## src/rtl/seq_shift_add_mult_pkg.sv

```systemverilog
// -----------------------------------------------------------------------------
// mult_pkg
// Shared definitions for the sequential shift-add multiplier:
//   state_t   - controller states (IDLE, MUL, DONE)
//   cnt_width - width of the iteration counter for a given operand width
// No ports (package).
// -----------------------------------------------------------------------------
package mult_pkg;

  typedef enum logic [1:0] {
    IDLE = 2'd0,
    MUL  = 2'd1,
    DONE = 2'd2
  } state_t;

  // The counter only has to hold 0 .. WIDTH-1; never let it collapse to zero bits.
  function automatic int cnt_width(input int width);
    int w;
    w = $clog2(width);
    return (w < 1) ? 1 : w;
  endfunction

endpackage

```

## src/rtl/seq_shift_add_mult_if.sv

```systemverilog
// -----------------------------------------------------------------------------
// seq_shift_add_mult_if
// Handshake bundle between an operand producer / result consumer (master) and
// the multiplier (slave).
//   in_valid/in_ready       : operand handshake, with a, b, signed_mode
//   out_valid/out_ready     : result handshake, with product (2*WIDTH bits)
//   busy                    : multiplier is not idle
// -----------------------------------------------------------------------------
interface seq_shift_add_mult_if #(
  parameter int WIDTH = 8
);
  logic                   in_valid;
  logic                   in_ready;
  logic [WIDTH-1:0]       a;
  logic [WIDTH-1:0]       b;
  logic                   signed_mode;
  logic                   out_valid;
  logic                   out_ready;
  logic [2*WIDTH-1:0]     product;
  logic                   busy;

  modport master (
    output in_valid, a, b, signed_mode, out_ready,
    input  in_ready, out_valid, product, busy
  );

  modport slave (
    input  in_valid, a, b, signed_mode, out_ready,
    output in_ready, out_valid, product, busy
  );
endinterface

```

## src/rtl/seq_shift_add_mult_datapath.sv

```systemverilog
// -----------------------------------------------------------------------------
// seq_mult_datapath
// Accumulator / multiplicand / multiplier registers and the shift-add step for
// the sequential multiplier. Operands are reduced to magnitudes on load and the
// sign is re-applied when the final product is registered.
// Ports:
//   clk, rst        : clock, asynchronous active-high reset
//   load            : capture operands (magnitudes, sign), clear accumulator
//   step            : one iteration: shift mcand left, mplier right
//   add             : add mcand into the accumulator on this step
//   finish          : register the signed product (includes this edge's add)
//   a, b            : raw operands
//   signed_mode     : operands are two's complement
//   mplier_zero     : remaining multiplier bits are all zero
//   mplier_lsb      : current multiplier bit
//   product         : registered 2*WIDTH-bit result
// -----------------------------------------------------------------------------
module seq_mult_datapath
  import mult_pkg::*;
#(
  parameter int WIDTH = 8
) (
  input  logic                 clk,
  input  logic                 rst,
  input  logic                 load,
  input  logic                 step,
  input  logic                 add,
  input  logic                 finish,
  input  logic [WIDTH-1:0]     a,
  input  logic [WIDTH-1:0]     b,
  input  logic                 signed_mode,
  output logic                 mplier_zero,
  output logic                 mplier_lsb,
  output logic [2*WIDTH-1:0]   product
);

  localparam int PW = 2 * WIDTH;

  logic [PW-1:0]    acc_q, acc_d;
  logic [PW-1:0]    mcand_q, mcand_d;
  logic [WIDTH-1:0] mplier_q, mplier_d;
  logic             neg_q, neg_d;
  logic [PW-1:0]    product_q, product_d;

  logic [WIDTH-1:0] a_mag;
  logic [WIDTH-1:0] b_mag;
  logic [PW-1:0]    acc_sum;

  always_comb begin
    // The most negative value negates to itself, which read as unsigned is
    // exactly its magnitude, so WIDTH bits are enough.
    a_mag = (signed_mode && a[WIDTH-1]) ? (~a + WIDTH'(1)) : a;
    b_mag = (signed_mode && b[WIDTH-1]) ? (~b + WIDTH'(1)) : b;

    acc_sum = acc_q + (add ? mcand_q : '0);

    acc_d     = acc_q;
    mcand_d   = mcand_q;
    mplier_d  = mplier_q;
    neg_d     = neg_q;
    product_d = product_q;

    if (load) begin
      acc_d    = '0;
      mcand_d  = {{WIDTH{1'b0}}, a_mag};
      mplier_d = b_mag;
      neg_d    = signed_mode & (a[WIDTH-1] ^ b[WIDTH-1]);
    end else if (step) begin
      acc_d    = acc_sum;
      mcand_d  = mcand_q << 1;
      mplier_d = mplier_q >> 1;
    end

    // acc_sum already holds the last partial product, so the result is ready
    // on the same edge as the final iteration.
    if (finish) begin
      product_d = neg_q ? (-acc_sum) : acc_sum;
    end
  end

  always_ff @(posedge clk or posedge rst) begin
    if (rst) begin
      acc_q     <= '0;
      mcand_q   <= '0;
      mplier_q  <= '0;
      neg_q     <= 1'b0;
      product_q <= '0;
    end else begin
      acc_q     <= acc_d;
      mcand_q   <= mcand_d;
      mplier_q  <= mplier_d;
      neg_q     <= neg_d;
      product_q <= product_d;
    end
  end

  assign mplier_zero = (mplier_q == '0);
  assign mplier_lsb  = mplier_q[0];
  assign product     = product_q;

endmodule

```

## src/rtl/seq_shift_add_mult.sv

```systemverilog
// -----------------------------------------------------------------------------
// seq_shift_add_mult
// Sequential shift-add multiplier, one multiplier bit per cycle, with
// valid/ready handshakes on operands and result. One operation in flight.
// Ports:
//   clk   : clock
//   rst   : asynchronous active-high reset
//   bus   : slave side of seq_shift_add_mult_if (operands, mode, product,
//           both handshakes, busy)
// Parameters:
//   WIDTH      : operand width (>= 2), product is 2*WIDTH bits
//   EARLY_TERM : 1 = stop as soon as the remaining multiplier bits are zero
// -----------------------------------------------------------------------------
module seq_shift_add_mult
  import mult_pkg::*;
#(
  parameter int WIDTH      = 8,
  parameter bit EARLY_TERM = 1'b0
) (
  input  logic                  clk,
  input  logic                  rst,
  seq_shift_add_mult_if.slave   bus
);

  localparam int CW = cnt_width(WIDTH);
  localparam logic [CW-1:0] CNT_LAST = CW'(WIDTH - 1);

  state_t          state_q, state_d;
  logic [CW-1:0]   cnt_q, cnt_d;
  logic            out_valid_q, out_valid_d;

  logic            load;
  logic            step;
  logic            add;
  logic            finish;
  logic            mplier_zero;
  logic            mplier_lsb;
  logic [2*WIDTH-1:0] product;

  seq_mult_datapath #(
    .WIDTH (WIDTH)
  ) u_datapath (
    .clk         (clk),
    .rst         (rst),
    .load        (load),
    .step        (step),
    .add         (add),
    .finish      (finish),
    .a           (bus.a),
    .b           (bus.b),
    .signed_mode (bus.signed_mode),
    .mplier_zero (mplier_zero),
    .mplier_lsb  (mplier_lsb),
    .product     (product)
  );

  always_comb begin
    state_d     = state_q;
    cnt_d       = cnt_q;
    out_valid_d = out_valid_q;
    load        = 1'b0;
    step        = 1'b0;
    add         = 1'b0;
    finish      = 1'b0;

    unique case (state_q)
      IDLE: begin
        // in_ready is high in IDLE, so in_valid alone completes the handshake.
        if (bus.in_valid) begin
          load    = 1'b1;
          cnt_d   = '0;
          state_d = MUL;
        end
      end

      MUL: begin
        if (EARLY_TERM && mplier_zero) begin
          // Nothing left to add: the accumulator is already the magnitude.
          finish      = 1'b1;
          out_valid_d = 1'b1;
          state_d     = DONE;
        end else begin
          step  = 1'b1;
          add   = mplier_lsb;
          cnt_d = cnt_q + 1'b1;
          if (cnt_q == CNT_LAST) begin
            finish      = 1'b1;
            out_valid_d = 1'b1;
            state_d     = DONE;
          end
        end
      end

      DONE: begin
        // in_valid is ignored here; the next accept waits for IDLE.
        if (bus.out_ready) begin
          out_valid_d = 1'b0;
          state_d     = IDLE;
        end
      end

      default: begin
        state_d = IDLE;
      end
    endcase
  end

  always_ff @(posedge clk or posedge rst) begin
    if (rst) begin
      state_q     <= IDLE;
      cnt_q       <= '0;
      out_valid_q <= 1'b0;
    end else begin
      state_q     <= state_d;
      cnt_q       <= cnt_d;
      out_valid_q <= out_valid_d;
    end
  end

  assign bus.in_ready  = (state_q == IDLE);
  assign bus.busy      = (state_q != IDLE);
  assign bus.out_valid = out_valid_q;
  assign bus.product   = product;

endmodule

```

## src/flat_wrapper.sv

```systemverilog
// flat-port wrapper written by rule: the top's interface ports become plain ports
module seq_shift_add_mult_flat import mult_pkg::*;
#(
  parameter int WIDTH      = 8,
  parameter bit EARLY_TERM = 1'b0
)
  (clk, rst, bus_in_valid, bus_a, bus_b, bus_signed_mode, bus_out_ready, bus_in_ready, bus_out_valid, bus_product, bus_busy);
  seq_shift_add_mult_if #(.WIDTH(WIDTH)) bus_i ();
  input  logic clk;
  input  logic rst;
  input wire logic [$bits(bus_i.in_valid)-1:0] bus_in_valid;
  input wire logic [$bits(bus_i.a)-1:0] bus_a;
  input wire logic [$bits(bus_i.b)-1:0] bus_b;
  input wire logic [$bits(bus_i.signed_mode)-1:0] bus_signed_mode;
  input wire logic [$bits(bus_i.out_ready)-1:0] bus_out_ready;
  output wire logic [$bits(bus_i.in_ready)-1:0] bus_in_ready;
  output wire logic [$bits(bus_i.out_valid)-1:0] bus_out_valid;
  output wire logic [$bits(bus_i.product)-1:0] bus_product;
  output wire logic [$bits(bus_i.busy)-1:0] bus_busy;
  assign bus_i.in_valid = bus_in_valid;
  assign bus_i.a = bus_a;
  assign bus_i.b = bus_b;
  assign bus_i.signed_mode = bus_signed_mode;
  assign bus_i.out_ready = bus_out_ready;
  assign bus_in_ready = bus_i.in_ready;
  assign bus_out_valid = bus_i.out_valid;
  assign bus_product = bus_i.product;
  assign bus_busy = bus_i.busy;
  seq_shift_add_mult #(.WIDTH(WIDTH), .EARLY_TERM(EARLY_TERM)) u_core (.clk(clk), .rst(rst), .bus(bus_i));
endmodule
```

## config.mk

```make
export PLATFORM = sky130hd
export DESIGN_NAME = seq_shift_add_mult_flat
export DESIGN_NICKNAME = d
export VERILOG_FILES = /design/src/rtl/seq_shift_add_mult_pkg.sv /design/src/rtl/seq_shift_add_mult_if.sv /design/src/rtl/seq_shift_add_mult_datapath.sv /design/src/rtl/seq_shift_add_mult.sv /design/src/flat_wrapper.sv
export SDC_FILE = /design/constraint.sdc
export NUM_CORES = 1
export LEC_CHECK = 0
export BUFFER_PORTS_ARGS = -buffer_cell sky130_fd_sc_hd__clkbuf_2
export CAP_MARGIN = 20
export CELL_PAD_IN_SITES_DETAIL_PLACEMENT = 0
export CELL_PAD_IN_SITES_GLOBAL_PLACEMENT = 1
export CORE_UTILIZATION = 50
export DETAILED_ROUTE_END_ITERATION = 10
export PLACE_DENSITY_LB_ADDON = 0.1
export RECOVER_POWER = 50
export SLEW_MARGIN = 20
export SYNTH_ARGS = -nofsm -noshare
export SYNTH_HDL_FRONTEND = slang
export SYNTH_HIERARCHICAL = 1
export SYNTH_SLANG_ARGS = --single-unit
export TNS_END_PERCENT = 30
```

## constraint.sdc

```tcl
create_clock -name clk -period 11.2 [get_ports clk]
set_input_delay 0 -clock clk [delete_from_list [all_inputs] [get_ports clk]]
set_output_delay 0 -clock clk [all_outputs]
set_load 0.005 [all_outputs]
```

=== Word-level counts from Yosys, hierarchy flattened ===
Index checks and enable logic that the tools add are counted.

* Output and inout port bits: 19
* Register bits: 63
* Input bits: 21
* Logic and storage cells: 58

* Equality and inequality tests: 6
* Multiplexer cells: 25
* Bitwise logic cells: 4
* $add $sub $neg: 5
* Reduce and logical (&&, ||, !) cells: 10

{| class="wikitable"
|+ Operator list
! operator !! number
|-
| $mux W16 || 6
|-
| $mux W8 || 4
|-
| $add A16 B16 Y16 || 1
|-
| $add A8 B1 Y8 const B || 2
|-
| $neg A16 Y16 || 1
|-
| $not A8 Y8 || 2
|-
| $mux W1 || 8
|-
| $reduce_bool A2 Y1 || 4
|-
| $mux W2 || 3
|-
| $pmux W2 S3 || 1
|-
| $pmux W3 S2 || 1
|-
| $reduce_and A3 Y1 || 2
|-
| $ne A2 B2 Y1 const B || 2
|-
| $add A3 B1 Y3 const B || 1
|-
| $eq A3 B3 Y1 const B || 1
|-
| $mux W3 || 1
|-
| $eq A2 B1 Y1 const B || 1
|-
| $eq A2 B2 Y1 const B || 1
|-
| $logic_and A1 B1 Y1 || 2
|-
| $logic_not A2 Y1 || 1
|-
| $ne A2 B1 Y1 const B || 1
|-
| $pmux W1 S2 || 1
|-
| $reduce_and A2 Y1 || 1
|-
| $and A1 B1 Y1 || 1
|-
| $xor A1 B1 Y1 || 1
|}

=== Logic depth before layout (Yosys ltp) ===
Gate-level depths: netlist (run 1).

* Word-level depth: 6
* Depth in mapped cells: 15
* Depth with buffers taken out: 13

=== By module ===
Netlist (run 1), hierarchy kept.

{| class="wikitable"
|+ By module, submodules not included
! module !! area each (um^2) !! instances !! cells each
|-
| seq_mult_datapath || 3,898.7 || 1 || 432
|-
| seq_shift_add_mult || 312.8 || 1 || 28
|}

=== Least setup slack after synthesis (run 1) ===
Ideal clock, no wire load.

* Kind: flip-flop to flip-flop
* Start point: reg u_core.state_q[0]
* End point: reg u_core.u_datapath.product_q[14] (netlist: u_core/u_datapath/product[14])
* Clock period less this slack: 3,630 ps
* Arrival time: 3,511 ps
* Cell stages (with the launch flop): 16
* Setup slack: 7,570 ps
* Path buffers: 2
* Cell sequence: dfrtp_1 > nor2b_1 > buf_6 > and2_1 > clkbuf_1 > and2_1 > ha_1 > fa_1 > a21o_1 > a221oi_4 > nor3_1 > nor3_1 > inv_1 > o31ai_2 > o211ai_1 > a31o_1

* Word-level cells in the longest chain between the ends: 6
* Elaborated cells between the ends (all ways): 7
* Those cells by class: add/sub (2); eq/ne (1); mux (4)

{| class="wikitable"
|+ Ends and longest elaborated chain
! item !! RTL line !! source
|-
| start: declaration || seq_shift_add_mult.sv:28 || <nowiki>state_t state_q, state_d;</nowiki>
|-
| start signal: assignment || seq_shift_add_mult.sv:114 || <nowiki>state_q <= state_d;</nowiki>
|-
| $eq A2 B1 Y1 * || seq_shift_add_mult.sv:66 || <nowiki>unique case (state_q)</nowiki>
|-
| $mux W1 * || seq_shift_add_mult.sv:66 ||
|-
| named net u_core.add || seq_shift_add_mult.sv:34 || <nowiki>logic add;</nowiki>
|-
| $mux W16 * || seq_shift_add_mult_datapath.sv:55 || <nowiki>acc_sum = acc_q + (add ? mcand_q : '0);</nowiki>
|-
| $add A16 B16 Y16 * || seq_shift_add_mult_datapath.sv:55 ||
|-
| $neg A16 Y16 || seq_shift_add_mult_datapath.sv:77 || <nowiki>product_d = neg_q ? (-acc_sum) : acc_sum;</nowiki>
|-
| $mux W16 * || seq_shift_add_mult_datapath.sv:77 ||
|-
| end signal: assignment || seq_shift_add_mult_datapath.sv:93 || <nowiki>product_q <= product_d;</nowiki>
|-
| end: declaration || seq_shift_add_mult_datapath.sv:43 || <nowiki>logic [PW-1:0] product_q, product_d;</nowiki>
|}

Mark *: on every way through the listed nets, which the timed path passes. The rest lies on a longest branch.
A chain may end at the register's enable or synchronous reset.

=== Final worst setup path (run 1) ===
Same ends and word-level chain as after synthesis.

==> results of run 1 <==
## registers in the layout (all words and copies together) (netlist names)
register / flops
u_core/bus.out_valid: 1
u_core/cnt_q: 3
u_core/u_datapath/product: 16
u_core/state_q: 2
u_core/u_datapath/acc_q: 16
u_core/u_datapath/neg_q: 1
u_core/u_datapath/mplier_q: 8
u_core/u_datapath/mcand_q: 16
## power by group
group	total, mW	switching (mW)	internal, mW
Combinational	0.681	0.387	0.295
Sequential	0.386	0.0623	0.324
Clock	0.227	0.0944	0.132
Total	1.29	0.544	0.751
## tightest hold or removal path, cell delays in order
cell      delay, ns
clkbuf_2       0.11
xor2_1         0.07
nand2_1        0.07
o21ai_0        0.07
## cells in the final DEF (no fill, tap or decap), types with 5 or more instances in the layout
cell type / n
a21oi_1: 29
inv_1: 19
mux2i_1: 32
dfrtp_1: 63
xnor2_1: 19
a211oi_1: 6
clkbuf_2: 34
ha_1: 20
dlygate4sd3_1: 14
mux2_2: 5
nor3_1: 13
nand2_1: 33
and3_1: 6
o31ai_1: 5
xor2_1: 14
clkbuf_1: 6
a31oi_1: 5
nand3_1: 9
clkbuf_8: 10
nand2b_1: 5
and2_1: 19
o21ai_0: 21
nor2_1: 52
## area by class of cell
cell class / instances / area share (%)
Clock buffer: 10 / 2.85
Clock inverter: 6 / 1.92
Sequential cell: 63 / 32.7
Tap cell: 105 / 2.73
Multi-Input combinational cell: 353 / 51.0
Timing Repair Buffer: 56 / 7.22
Inverter: 20 / 1.56
## metal layers
metal | vias to the layer above | routed length [um]
li1 | 1703 | -
met1 | 1531 | 4110
met2 | 76 | 3770
met3 | 10 | 373
met4 | 0 | 103
met5 | - | 0
## worst min-delay path by stage
stage               cells after the start  slack [ns]                           end
global route                            4        0.04  u_core/u_datapath/mcand_q[5]
global placement                        2       -0.07               u_core/cnt_q[0]
floorplan                               1       -0.21          u_core/bus.out_valid
CTS                                     4        0.01  u_core/u_datapath/mcand_q[4]
finish                                  4        0.03  u_core/u_datapath/mcand_q[4]
detailed placement                      2       -0.07               u_core/cnt_q[0]
## repair_timing
action                    4_1_cts  5_1_grt
gates resized for setup         0        0
setup buffers                   0        0
hold endpoints to repair       77        0
hold buffers                   14        0
==> results.py, run 1 <==
metrics = {
    "status": {
        "status": "finished, violations left",
        "violations": "max-capacitance violations, max-slew violations",
    },
    "placement": {
        "gp_congestion": 0.814,
        "hpwl_um": 5870,
        "place_ws_ns": 7.35,
        "post-place-cells": 583,
        "port_buffers": 39,
        "placed_area_um2": 4460,
    },
    "timing": {
        "fmax_mhz": 260,
        "worst_pin_slew_ns": 3.02,
        "rsz0062_at_grt": "false",
        "slew_violations": 58,
        "min_period_over_period_pct": 34.3,
        "fin_setup_tns_ns": 0,
        "fin_crit_ns": 3.84,
        "hold_slack_ns": 0.0256,
        "fin_skew_ns": 0.0142,
        "setup-violations-final": 0,
        "max_slew_margin_pct": -101,
        "setup_slack_ns": 7.36,
        "hold_viol_final": 0,
    },
    "critical_path": {
        "r2r_slack_ns": 7.36,
        "worstSetupPathType": "register to register",
        "worstPathArrival_ns": 4.08,
        "ff2ff_path_depth": 13,
        "required_ns": 11.44,
        "start_kind": "register",
        "crit_fanout": 16,
        "critPathBufInv": 1,
        "cp_slowest_cell": "dfrtp_1",
        "r2r_end": "u_core/u_datapath/product[14]",
        "max_stage_delay_ns": 0.45,
        "cp-endpoint": "u_core/u_datapath/product[14]",
        "rr_startpoint": "u_core/state_q[0]",
        "crit_start": "u_core/state_q[0]",
        "cp_num_cells": 13,
        "path_delay_family": "compound AO/OA/AOI/OAI gates",
        "cp-end-kind": "register",
        "crit_chain": "nor2b_4, and2_1, and2_1, ha_1, fa_1, a21o_1, a221oi_4, nor3_1, nor3_1, inv_1, o31ai_2, o211ai_1, a31o_1",
    },
    "pwr": {
        "ir_worst_vdd_mv": 0.157,
        "p_total_mw": 1.29,
        "leakagePower_nw": 2.33,
        "powerDensity_nw_per_um2": 268,
    },
    "drt": {
        "drt_iter0_drc": 149,
        "wl_per_cell_um": 13.6,
        "dr.pass1.iters": 4,
        "routed_wl_um": 8360,
        "vias": 3320,
        "via_per_inst": 5.42,
        "antenna_left": 0,
        "drc": 0,
    },
    "cells_and_area": {
        "final_area_um2": 4820,
        "seqCellArea_um2": 1580,
        "num-nets-final": 545,
        "final_cells": 613,
        "multiInputGateArea_um2": 2460,
        "utilization_pct": 59.0,
        "nFillCells": 752,
        "area_growth_pct": 15.0,
        "layout-drive-gt1-share_pct": 14.0,
        "antenna_cells": 0,
    },
    "global_routing": {
        "grt_use_met1_pct": 29.1,
        "grt_pass1_wl_um": 14400,
        "grt_use_met2_pct": 33.0,
        "grt_max_degree": 58,
        "grt_pass1_vias": 3128,
        "grt_usage_pct": 20.9,
        "grt_overflow": 0,
        "grt_use_met3_pct": 3.17,
        "antenna_found_initial": 0,
        "busiest_layer": "met2",
    },
    "synthesis": {
        "syn_area_um2": 4190,
        "synth_cells": 457,
        "syn_area_per_cell_um2": 9.17,
        "synth_warnings": 6,
        "synth_nets": 499,
    },
    "floorplan": {
        "initial_core_util_pct": 51.3,
        "num_rows": 33,
        "fp.dieH_um": 93.6,
        "die_w_um": 93.6,
        "die-area_um2": 8760,
        "io_pins": 40,
        "core_area_um2": 8180,
    },
    "clock_tree": {
        "cts_sinks": 63,
        "clk_pin_slew_ns": 0.08,
        "numCtsBuffers": 9,
        "cts_tree": "built",
        "cts.path.max_buffers": 2,
        "cts-root-buf": "clkbuf_8",
        "cts_max_level": 3,
        "clk_latency_ns": 0.34,
    },
    "worst_hold_path": {
        "hp-class": "primary input to register",
        "hold_start": "bus_a[4]",
    },
    "flow_run": {
        "drv_cap": 1,
    },
}
Note: power is estimated with default switching activity, not from simulation.
==> run 2: changes to the inputs <==
ABC_AREA = 1   (was unset)
CORE_UTILIZATION = 39   (was 50)
clock period = 3.2 ns   (was 11.2 ns; I/O delays follow)
==> run 2 against run 1 <==
The run now ends clean; clock skew increased by 0.0035 ns; sequential share of layout area is 0.79 points lower; total power increased to 3.5 times the previous value; global-route usage is 1.7 points lower; clock power rose to 3.6 times the previous value; fmax increased by 30%; synthesized cell count increased by 33%; sequential cell count stayed put; clock-buffer cell count stayed put; die area is 30% higher; largest cell class unchanged.
==> results.py, run 2 <==
metrics = {
    "timing": {
        "rsz0062_at_grt": "false",
        "fin_setup_tns_ns": 0,
        "setup_slack_ns": 0.254,
        "slew_violations": 0,
        "hold_viol_final": 0,
        "fmax_mhz": 339,
        "fin_skew_ns": 0.0177,
        "setup-violations-final": 0,
        "min_period_over_period_pct": 92.1,
        "max_slew_margin_pct": 10.2,
        "worst_pin_slew_ns": 1.35,
        "hold_slack_ns": 0.00786,
        "fin_crit_ns": 2.95,
    },
    "critical_path": {
        "rr_startpoint": "u_core/state_q[1]",
        "start_kind": "register",
        "cp-end-kind": "register",
        "r2r_end": "u_core/u_datapath/product[10]",
        "worstPathArrival_ns": 3.15,
        "r2r_slack_ns": 0.25,
        "required_ns": 3.41,
        "max_stage_delay_ns": 0.45,
        "ff2ff_path_depth": 18,
        "worstSetupPathType": "register to register",
        "crit_chain": "inv_1, nand2_1, nor2_2, nand2_1, inv_1, ha_1, fa_1, inv_1, ha_1, a21boi_1, nand3_1, nor2_2, nand2_2, nor2_4, nand2_2, nand2_4, xor2_1, o21ai_1",
        "crit_fanout": 5,
        "cpMostUsedCell": "inv_1",
        "cp_slowest_cell": "fa_1",
    },
    "synthesis": {
        "synth_warnings": 6,
        "synth_nets": 651,
        "syn_area_per_cell_um2": 7.04,
        "synth_cells": 609,
        "syn_area_um2": 4290,
    },
    "drt": {
        "vias": 3818,
        "drc": 0,
        "wl_per_cell_um": 12.5,
        "antenna_left": 0,
        "drt_iter0_drc": 156,
        "routed_wl_um": 9990,
        "via_per_inst": 4.77,
        "dr.pass1.iters": 4,
    },
    "clock_tree": {
        "clk_latency_ns": 0.35,
        "cts_sinks": 63,
        "post_cts_buffers": 0,
        "cts.path.max_buffers": 2,
        "clk_pin_slew_ns": 0.08,
        "cts_tree": "built",
        "cts-root-buf": "clkbuf_8",
        "cts_max_level": 3,
        "numCtsBuffers": 9,
    },
    "placement": {
        "gp_congestion": 0.861,
        "placed_area_um2": 4630,
        "place_ws_ns": 0.220,
        "hpwl_um": 7630,
        "port_buffers": 39,
    },
    "worst_hold_path": {
        "hold_start": "bus_a[7]",
        "hp-class": "primary input to register",
        "holdPathStages": 3,
        "min_to": "u_core/u_datapath/mcand_q[7]",
    },
    "floorplan": {
        "die_w_um": 107,
        "num_rows": 37,
        "initial_core_util_pct": 40.8,
        "fp.dieH_um": 107,
        "io_pins": 40,
        "die-area_um2": 11400,
        "core_area_um2": 10500,
    },
    "global_routing": {
        "antenna_found_initial": 0,
        "grt_pass1_vias": 3709,
        "grt_max_degree": 34,
        "grt_pass1_wl_um": 17300,
        "grt_usage_pct": 19.2,
        "grt_overflow": 0,
    },
    "cells_and_area": {
        "antenna_cells": 0,
        "final_cell_mix": "nand2_1 (193), inv_1 (96), dfrtp_1 (62)",
        "seqCellArea_um2": 1580,
        "layout_commonest_cell": "nand2_1",
        "layout-drive-gt1-share_pct": 13.6,
        "nFillCells": 1141,
        "final_area_um2": 4940,
        "num-nets-final": 701,
        "multiInputGateArea_um2": 2270,
        "area_growth_pct": 15.3,
    },
    "flow_run": {
        "drv_cap": 0,
    },
    "pwr": {
        "powerDensity_nw_per_um2": 913,
        "comb_power_share_pct": 52.7,
        "power_frac_clock_pct": 18.1,
        "leakagePower_nw": 2.70,
        "sw_frac_of_total_pct": 46.2,
        "switching_power_mw": 2.08,
        "p_seq_share_pct": 29.2,
        "p_int_mw": 2.43,
        "ir_worst_vdd_mv": 0.305,
    },
    "status": {
        "status": "complete, no violations",
    },
}
[run 2: repair_timing]
item | 4_1_cts | 5_1_grt
hold buffers | 10 | 0
hold endpoints to repair | 50 | 0
endpoints found under the setup margin | 0 | 5
gates resized for setup | 0 | 3
[run 2: area by class of cell]
cell class              count  area share [%]
well taps                 136            3.44
clock buffers              10            2.78
repair buffers             54            6.53
clock inverters             6            1.87
inverters                  99            7.52
multi-input cells         432            45.9
flip-flops and latches     63            31.9
[run 2: worst max path at each step]
| stage | startpoint | end | slack, ns | cells after the start |
|---|---|---|---|---|
| 2_1_floorplan | u_core/state_q[1] | u_core/u_datapath/product[10] | 0.09 | 20 |
| 3_3_place_gp | u_core/state_q[1] | u_core/u_datapath/product[10] | 0.33 | 18 |
| 3_5_place_dp | u_core/state_q[1] | u_core/u_datapath/product[10] | 0.22 | 18 |
| 4_1_cts | u_core/state_q[1] | u_core/u_datapath/product[10] | 0.20 | 18 |
| 5_1_grt | u_core/state_q[1] | u_core/u_datapath/product[10] | 0.03 | 18 |
| 6_report | u_core/state_q[1] | u_core/u_datapath/product[10] | 0.25 | 18 |
[run 2: routing by layer]
metal | global-route usage, % | up-vias | wire [um]
met5 | 0 | - | 0
met4 | 7.24 | 0 | 139
met2 | 31.4 | 66 | 4510
met1 | 25.6 | 1703 | 5080
met3 | 2.92 | 9 | 267
li1 | - | 2040 | -
[run 2: metrics by stage]
stage / std cells / power, mW / utilization, %
after CTS: 800 / 4.58 / 47.2
after floorplan: 609 / 3.11 / -
after global routing: 800 / 4.97 / 47.0
after global placement: 774 / 3.68 / 44.1
after detailed placement: 774 / 3.73 / 44.1
final: 800 / 4.51 / 47.0
[run 2: power by group through the flow]
stage,clock (mW),combinational [mW],sequential (mW)
after floorplan,0,1.82,1.28
after detailed placement,0,2.39,1.34
after global routing,0.872,2.73,1.36
final,0.816,2.38,1.32
after CTS,0.846,2.41,1.32
after global placement,0,2.35,1.32
[run 2: critical path, delay by kind of cell, from the launching register on]
family,cells,cell delay [ns]
AO/OA/AOI/OAI,2,0.23
XOR/XNOR,1,0.16
adder cells (fa/ha/maj),3,0.82
buffers and inverters,3,0.27
flip-flops,1,0.44
AND/OR/NAND/NOR,9,0.88
